### src/rtl/fdivsqrt_pkg.sv
// Shared types for the divide/sqrt issue block.
package fdivsqrt_pkg;

    typedef enum logic [2:0] {
        IDLE,
        ISSUE,
        WAIT,
        RESP,
        DRAIN
    } fdivsqrt_issue_state_t;

endpackage

### src/rtl/fdivsqrt_issue_if.sv
// Request, divide-unit and response signals of the divide/sqrt issue block.
interface fdivsqrt_issue_if #(
    parameter int TAG_W = 5
);
    logic             req_valid;
    logic             req_ready;
    logic [TAG_W-1:0] req_tag;
    logic             req_sqrt;
    logic             flush;
    logic             div_start;
    logic             div_sqrt;
    logic             div_busy;
    logic             div_done;
    logic             rsp_valid;
    logic             rsp_ready;
    logic [TAG_W-1:0] rsp_tag;
    logic             rsp_timeout;
    logic             busy;

    // master: the surroundings of the block (pipeline, divide unit, writeback)
    modport master (
        output req_valid, req_tag, req_sqrt, flush, div_busy, div_done, rsp_ready,
        input  req_ready, div_start, div_sqrt, rsp_valid, rsp_tag, rsp_timeout, busy
    );

    modport slave (
        input  req_valid, req_tag, req_sqrt, flush, div_busy, div_done, rsp_ready,
        output req_ready, div_start, div_sqrt, rsp_valid, rsp_tag, rsp_timeout, busy
    );

endinterface

### src/rtl/fdivsqrt_wdog.sv
// Saturating watchdog: counts enabled cycles, flags the TMO_CYC-th one.
module fdivsqrt_wdog #(
    parameter int TMO_CYC = 128
) (
    input  logic clk,
    input  logic reset,
    input  logic clear,
    input  logic enable,
    output logic expire
);

    localparam int               CNT_W = $clog2(TMO_CYC);
    localparam logic [CNT_W-1:0] LAST  = CNT_W'(TMO_CYC - 1);

    logic [CNT_W-1:0] cnt_q;
    logic [CNT_W-1:0] cnt_d;

    always_comb begin
        // NOTE: default assignment first so every path drives cnt_d and no latch is inferred.
        cnt_d = cnt_q;
        if (clear) begin
            cnt_d = '0;
        end else if (enable && (cnt_q != LAST)) begin
            cnt_d = cnt_q + CNT_W'(1);
        end
    end

    always_ff @(posedge clk) begin
        if (!reset) begin
            cnt_q <= '0;
        end else begin
            cnt_q <= cnt_d;
        end
    end

    assign expire = enable && (cnt_q == LAST);

endmodule

### src/rtl/flopenr.sv
// Enabled register with synchronous active-low reset.
module flopenr #(
    parameter int WIDTH = 8
) (
    input  logic             clk,
    input  logic             reset,
    input  logic             en,
    input  logic [WIDTH-1:0] d,
    output logic [WIDTH-1:0] q
);

    // NOTE: reset is sampled on the clock edge, so it lives inside the clocked block
    // and never in the sensitivity list; non-blocking assignment keeps flop updates
    // order-independent.
    always_ff @(posedge clk) begin
        if (!reset) begin
            q <= '0;
        end else if (en) begin
            q <= d;
        end
    end

endmodule

### src/rtl/fdivsqrt_issue.sv
// Issues one divide/sqrt request at a time, waits for completion or a
// watchdog timeout, and hands the tagged completion downstream.
module fdivsqrt_issue
    import fdivsqrt_pkg::*;
#(
    parameter int TAG_W   = 5,
    parameter int TMO_CYC = 128
) (
    input logic             clk,
    input logic             reset,
    fdivsqrt_issue_if.slave bus
);

    fdivsqrt_issue_state_t state_q;
    fdivsqrt_issue_state_t state_d;
    logic                  rsp_timeout_q;
    logic                  rsp_timeout_d;
    logic                  accept;
    logic                  wd_expire;
    logic [TAG_W:0]        cap_q;

    assign bus.req_ready   = (state_q == IDLE) && !bus.flush;
    assign accept          = bus.req_valid && bus.req_ready;
    assign bus.div_start   = (state_q == ISSUE) && !bus.flush;
    assign bus.rsp_valid   = (state_q == RESP) && !bus.flush;
    assign bus.busy        = (state_q != IDLE);
    assign bus.rsp_tag     = cap_q[TAG_W:1];
    assign bus.div_sqrt    = cap_q[0];
    assign bus.rsp_timeout = rsp_timeout_q;

    flopenr #(.WIDTH(TAG_W + 1)) u_cap (
        .clk   (clk),
        .reset (reset),
        .en    (accept),
        .d     ({bus.req_tag, bus.req_sqrt}),
        .q     (cap_q)
    );

    fdivsqrt_wdog #(.TMO_CYC(TMO_CYC)) u_wdog (
        .clk    (clk),
        .reset  (reset),
        .clear  (state_q != WAIT),
        .enable (state_q == WAIT),
        .expire (wd_expire)
    );

    always_comb begin
        state_d       = state_q;
        rsp_timeout_d = rsp_timeout_q;
        unique case (state_q)
            IDLE: begin
                if (accept) state_d = ISSUE;
            end
            ISSUE: begin
                // A unit that already took the start must be drained before reuse.
                if (bus.flush)         state_d = bus.div_busy ? DRAIN : IDLE;
                else if (bus.div_busy) state_d = WAIT;
            end
            WAIT: begin
                if (bus.flush) begin
                    state_d = DRAIN;
                end else if (bus.div_done) begin
                    state_d       = RESP;
                    rsp_timeout_d = 1'b0;
                end else if (wd_expire) begin
                    state_d       = RESP;
                    rsp_timeout_d = 1'b1;
                end
            end
            RESP: begin
                if (bus.flush || bus.rsp_ready) state_d = IDLE;
            end
            DRAIN: begin
                if (bus.div_done || !bus.div_busy) state_d = IDLE;
            end
            default: state_d = IDLE;
        endcase
    end

    always_ff @(posedge clk) begin
        if (!reset) begin
            state_q       <= IDLE;
            rsp_timeout_q <= 1'b0;
        end else begin
            state_q       <= state_d;
            rsp_timeout_q <= rsp_timeout_d;
        end
    end

endmodule

### src/flat_wrapper.sv
// flat-port wrapper written by rule: the top's interface ports become plain ports
module fdivsqrt_issue_flat import fdivsqrt_pkg::*;
#(
    parameter int TAG_W   = 5,
    parameter int TMO_CYC = 128
)
  (clk, reset, bus_req_valid, bus_req_tag, bus_req_sqrt, bus_flush, bus_div_busy, bus_div_done, bus_rsp_ready, bus_req_ready, bus_div_start, bus_div_sqrt, bus_rsp_valid, bus_rsp_tag, bus_rsp_timeout, bus_busy);
  fdivsqrt_issue_if #(.TAG_W(TAG_W)) bus_i ();
  input logic clk;
  input logic reset;
  input wire logic [$bits(bus_i.req_valid)-1:0] bus_req_valid;
  input wire logic [$bits(bus_i.req_tag)-1:0] bus_req_tag;
  input wire logic [$bits(bus_i.req_sqrt)-1:0] bus_req_sqrt;
  input wire logic [$bits(bus_i.flush)-1:0] bus_flush;
  input wire logic [$bits(bus_i.div_busy)-1:0] bus_div_busy;
  input wire logic [$bits(bus_i.div_done)-1:0] bus_div_done;
  input wire logic [$bits(bus_i.rsp_ready)-1:0] bus_rsp_ready;
  output wire logic [$bits(bus_i.req_ready)-1:0] bus_req_ready;
  output wire logic [$bits(bus_i.div_start)-1:0] bus_div_start;
  output wire logic [$bits(bus_i.div_sqrt)-1:0] bus_div_sqrt;
  output wire logic [$bits(bus_i.rsp_valid)-1:0] bus_rsp_valid;
  output wire logic [$bits(bus_i.rsp_tag)-1:0] bus_rsp_tag;
  output wire logic [$bits(bus_i.rsp_timeout)-1:0] bus_rsp_timeout;
  output wire logic [$bits(bus_i.busy)-1:0] bus_busy;
  assign bus_i.req_valid = bus_req_valid;
  assign bus_i.req_tag = bus_req_tag;
  assign bus_i.req_sqrt = bus_req_sqrt;
  assign bus_i.flush = bus_flush;
  assign bus_i.div_busy = bus_div_busy;
  assign bus_i.div_done = bus_div_done;
  assign bus_i.rsp_ready = bus_rsp_ready;
  assign bus_req_ready = bus_i.req_ready;
  assign bus_div_start = bus_i.div_start;
  assign bus_div_sqrt = bus_i.div_sqrt;
  assign bus_rsp_valid = bus_i.rsp_valid;
  assign bus_rsp_tag = bus_i.rsp_tag;
  assign bus_rsp_timeout = bus_i.rsp_timeout;
  assign bus_busy = bus_i.busy;
  fdivsqrt_issue #(.TAG_W(TAG_W), .TMO_CYC(TMO_CYC)) u_core (.clk(clk), .reset(reset), .bus(bus_i));
endmodule
### config.mk
export PLATFORM = sky130hd
export DESIGN_NAME = fdivsqrt_issue_flat
export DESIGN_NICKNAME = d
export VERILOG_FILES = /design/src/rtl/fdivsqrt_pkg.sv /design/src/rtl/fdivsqrt_issue_if.sv /design/src/rtl/fdivsqrt_wdog.sv /design/src/rtl/flopenr.sv /design/src/rtl/fdivsqrt_issue.sv /design/src/flat_wrapper.sv
export SDC_FILE = /design/constraint.sdc
export NUM_CORES = 1
export LEC_CHECK = 0
export CORE_AREA = 2 2 48 50
export DETAILED_ROUTE_END_ITERATION = 8
export DIE_AREA = 0 0 50 52
export GPL_ROUTABILITY_DRIVEN = 0
export MAX_ROUTING_LAYER = met4
export PLACE_DENSITY = 0.71
export SYNTH_ARGS = -nofsm -noshare
export SYNTH_HDL_FRONTEND = slang
export SYNTH_SLANG_ARGS = --single-unit
### constraint.sdc
create_clock -name clk -period 1.6 [get_ports clk]
set_clock_uncertainty 0.05 [all_clocks]
set_input_delay 0.16 -clock clk [delete_from_list [all_inputs] [get_ports clk]]
set_output_delay 0.16 -clock clk [all_outputs]
set_load 0.005 [all_outputs]
# After elaboration in Yosys (flattened, before gate mapping)
# Index checks and enable logic that the tools add are counted.
# word_totals
ff_bits	17
latch_bits	0
ramBits	0
romBits	0
input_bits	13
output_inout_bits	11
elab_cells	47
memories	0
# classes
addsub	1
multipliers	0
div	0
magnitude_cmp	0
eq_ne	12
shift	0
muxes	12
bitwise	2
reduce_logical	16
# ops
operator	count
$mux W3	9
$pmux W3 S5	1
$add A7 B1 Y7 const B	1
$eq A7 B7 Y1 const B	1
$ne A7 B7 Y1 const B	1
$eq A3 B2 Y1 const B	2
$logic_and A1 B1 Y1	6
$reduce_and A5 Y1	1
$ne A2 B1 Y1 const B	2
$ne A4 B3 Y1 const B	1
$eq A3 B1 Y1 const B	1
$eq A3 B3 Y1 const B	1
$logic_not A3 Y1	1
$ne A3 B2 Y1 const B	1
$ne A3 B3 Y1 const B	1
$reduce_and A3 Y1	1
$reduce_bool A3 Y1	1
$logic_not A1 Y1	2
$logic_or A1 B1 Y1	2
$mux W1	2
$ne A2 B2 Y1 const B	1
$not A1 Y1	2
$reduce_bool A2 Y1	1
$reduce_or A2 Y1	1

# Logic depth before layout (Yosys ltp)
# depth
word_depth	6
ltp_mapped	5

# Hierarchy
# A second synthesis with hierarchy kept.
# hier_totals
hier_cells	101
hier_area_um2	927.1
# by_module_without_submodules
module	n_inst	cells_per_inst	area_each_um2	seq_area_each_um2
fdivsqrt_wdog	1	42	379.1	140.1
fdivsqrt_issue	1	40	319.1	80.1
flopenr	1	19	229.0	120.1

# Least setup slack after synthesis
# Ideal clock, no wire load.
# synth_timing
kind	reg-to-reg
from	register u_core.u_wdog.cnt_q[0]
to	register u_core.u_wdog.cnt_q[5]
arrival_ns	1.389
t_required_ns	1.415
setup_slack_ns	0.026
stages_incl_launch_ff	6
n_path_buf	0
period_less_slack_ns	1.574
path_cell_list	dfxtp_1 > ha_1 > and3_1 > and4_1 > o311ai_0 > o41ai_1
# synth_via
elab_chain_cells	2
word_cells_on_any_way	3
cone_classes	1 x add/sub; 1 x eq/ne; 1 x reduce/logical
# synth_rtl
item	line	rtl
start: declaration	fdivsqrt_wdog.sv:15	logic [CNT_W-1:0] cnt_q;
start signal: assignment	fdivsqrt_wdog.sv:32	cnt_q <= cnt_d;
branches (longest 2 deep; another with $add A7 B1 Y7)	n/a	
# Several ways; the timed one is not identified.
# A chain may end at the register's enable or synchronous reset.

# Worst setup path in the final report
# layout_timing
from	register u_core.u_wdog.cnt_q[0]
to	register u_core.u_wdog.cnt_q[3]
# Same word-level chain as after synthesis.

==> results.py <==
metrics = {
    "outcome": {
        "status": "finished clean",
    },
    "die": {
        "coreArea_um2": 2110,
        "fp.dieArea_um2": 2600,
        "initial_core_util_pct": 38.8,
        "placement_rows": 17,
        "boundaryPins": 24,
        "fp.dieW_um": 50,
        "die_y_um": 52,
    },
    "timing": {
        "setup_tns_ns": 0,
        "min_period_over_period_pct": 97.2,
        "hold_viol_final": 0,
        "max_slew_margin_pct": 79.3,
        "tightest_slew_ns": 0.302,
        "hold_slack_ns": 0.374,
        "drv_slew": 0,
        "max_freq_mhz": 643,
        "fin_ws_ns": 0.0455,
        "post-route-min-period_ns": 1.55,
        "finalSetupViolations": 0,
    },
    "yosys": {
        "yosysUniqueCellTypes": 34,
        "yosysWarningCount": 0,
        "synth.cell_area_um2": 817,
        "synthAdderAreaFrac_pct": 1.53,
        "synth_compound_area_share_pct": 19.1,
        "synth_cells": 98,
        "ys_seq_area_share_pct": 41.7,
        "synth-xor-area-share_pct": 1.07,
        "synth_nets": 112,
        "synth_top_cell_by_area": "dfxtp_1",
        "ys_seq_elements": 17,
        "muxShareOfSynthArea_pct": 1.23,
        "avgSynthCellArea_um2": 8.34,
        "synth_top_area_share_pct": 41.7,
        "synth-simple-area-share_pct": 30.3,
        "synth_top_family_by_area": "simple AND/OR/NAND/NOR gates",
        "synthTopCellsByArea": "dfxtp_1 (42%), a21oi_1 (6.7%), nand2_1 (6.4%)",
    },
    "grt": {
        "grt_pass1_wl_um": 3540,
        "overflow": 0,
        "first_global_vias": 873,
        "grt_max_degree": 11,
        "antenna_found_initial": 0,
        "track_usage_pct": 18.5,
    },
    "placement": {
        "dp.final_hpwl_um": 1560,
        "dp.cells": 161,
        "dp_slack_ns": -0.149,
        "port_buffers": 23,
        "placed_area_um2": 1190,
    },
    "critical_path": {
        "start_kind": "register",
        "worst-setup-path-type": "register to register",
        "worstPathRequired_ns": 1.78,
        "r2r_slack_ns": 0.05,
        "crit_fanout": 5,
        "cp_data_arrival_time_ns": 1.74,
        "endpoint_kind": "register",
        "rr_worst_depth": 5,
        "reg2reg_from": "u_core.u_wdog.cnt_q[0]",
        "rr_endpoint": "u_core.u_wdog.cnt_q[3]",
    },
    "cts": {
        "clk_latency_ns": 0.29,
        "clk_pin_slew_ns": 0.10,
        "htree_levels": 1,
        "cts_inserted_buffers": 3,
        "cts_tree": "done",
        "cts_root_buf": "clkbuf_4",
        "clock_path_buffers": 2,
        "hold_buffers": 0,
        "clock-sinks": 17,
    },
    "hold_path": {
        "holdCritStartpoint": "bus_req_tag[1]",
        "min_to": "u_core.u_cap.q[2]",
        "hold_depth": 3,
        "min_path_type": "input port to register",
    },
    "drt": {
        "first_pass_iters": 4,
        "drt_iter0_drc": 13,
        "drt-wirelength-per-cell_um": 12.2,
        "vias": 875,
        "drtAntennaViolNets": 0,
        "totalWireLength_um": 2070,
        "drc": 0,
        "vias_per_cell": 5.18,
    },
    "final_layout": {
        "area_delta_synth_final_pct": 55.3,
        "final_core_util_pct": 60.2,
        "diodes": 0,
        "final_layout_size_suffix_gt1_share_pct": 27.0,
        "postLayoutCellArea_um2": 1270,
        "final_nets": 156,
        "layout.cells.non_filler": 169,
    },
    "power_and_ir_drop": {
        "finalPower_uw": 859,
        "leakagePower_nw": 0.492,
        "p_per_area_nw_per_um2": 677,
        "ir_drop_mv": 0.618,
    },
    "run": {
        "max_cap_viol_count": 0,
    },
}
-- cells in the final DEF (no fill, tap or decap), drive strengths merged, types with 2 or more instances in the layout --
cell,Yosys,final
dfxtp,17,17
clkbuf,4,4
o21ai,6,6
or3,2,2
dlygate4sd2,0,4
nand2,14,14
buf,2,22
nor2b,3,3
a21oi,11,11
a31oi,3,3
clkdlybuf4s50,0,18
nand4,2,2
nor2,3,3
nor4,2,2
nand3,7,7
nor4b,3,3
inv,3,3
-- worst max-delay path, stage by stage, from the launching register on --
cell and delay, ns:
dfxtp_2 0.34, ha_1 0.20, and3_1 0.20, and4_4 0.21, or3_1 0.36, a21oi_2 0.14
-- kinds of logic after synthesis --
group	count (synthesis)
AND/OR/NAND/NOR	43
AO/OA/AOI/OAI	26
flip-flops	17
buffers and inverters	9
XOR/XNOR	1
multiplexers	1
adder cells (fa/ha/maj)	1
-- cells in the mapped netlist, drive strengths merged --
cell type	instances
a2111oi	1
a211oi	1
a21oi	11
a31oi	3
and3	1
and4	1
and4bb	1
buf	2
clkbuf	4
dfxtp	17
ha	1
inv	3
mux2i	1
nand2	14
nand2b	1
nand3	7
nand4	2
nor2	3
nor2b	3
nor3	1
nor4	2
nor4b	3
nor4bb	1
o2111ai	1
o21ai	6
o311ai	1
o32a	1
o41ai	1
or3	2
or4	1
xnor2	1
-- registers in the layout, indices dropped and copies added, names as in the netlist --
signal / flops
u_core.bus.rsp_timeout: 1
u_core.state_q: 3
u_core.u_cap.q: 6
u_core.u_wdog.cnt_q: 7
-- area by class of cell --
cell class / instances / area (µm²)
Tap cell: 28 / 35.0
Inverter: 3 / 11.3
Timing Repair Buffer: 45 / 385
Clock buffer: 3 / 22.5
Fill cell: 193 / 837
Multi-Input combinational cell: 72 / 457
Sequential cell: 17 / 353
Clock inverter: 1 / 5.00
-- power breakdown --
| part | switching, mW | internal, mW | total, mW |
|---|---|---|---|
| clock | 0.134 | 0.0929 | 0.227 |
| sequential | 0.0117 | 0.436 | 0.447 |
| combinational | 0.0758 | 0.110 | 0.185 |
| total | 0.221 | 0.638 | 0.859 |
-- what timing repair did --
item,4_1_cts,5_1_grt
pin swaps,1,0
endpoints found under the hold margin,0,0
setup endpoints to repair,6,4
resized for setup,16,4
setup buffers,4,0
-- per-layer routing --
| metal | vias up | wire length (µm) | GRT usage [%] |
|---|---|---|---|
| met2 | 12 | 1120 | 32.9 |
| met5 | - | 0 | - |
| met1 | 410 | 886 | 20.5 |
| met3 | 2 | 32 | 1.72 |
| met4 | 0 | 28 | 9.72 |
| li1 | 451 | - | - |
-- worst max path at each step --
stage | start | end | slack, ns | cells after the start
floorplan | u_core.u_wdog.cnt_q[0] | u_core.u_wdog.cnt_q[5] | 0.03 | 5
global placement | bus_flush | bus_req_ready | -0.11 | 3
detailed placement | bus_flush | bus_div_start | -0.15 | 3
CTS | u_core.state_q[0] | bus_req_ready | 0.02 | 3
global route | u_core.state_q[1] | u_core.u_wdog.cnt_q[5] | -0.0004 | 4
finish | u_core.u_wdog.cnt_q[0] | u_core.u_wdog.cnt_q[3] | 0.05 | 5
(Power assumes the default switching activity.)
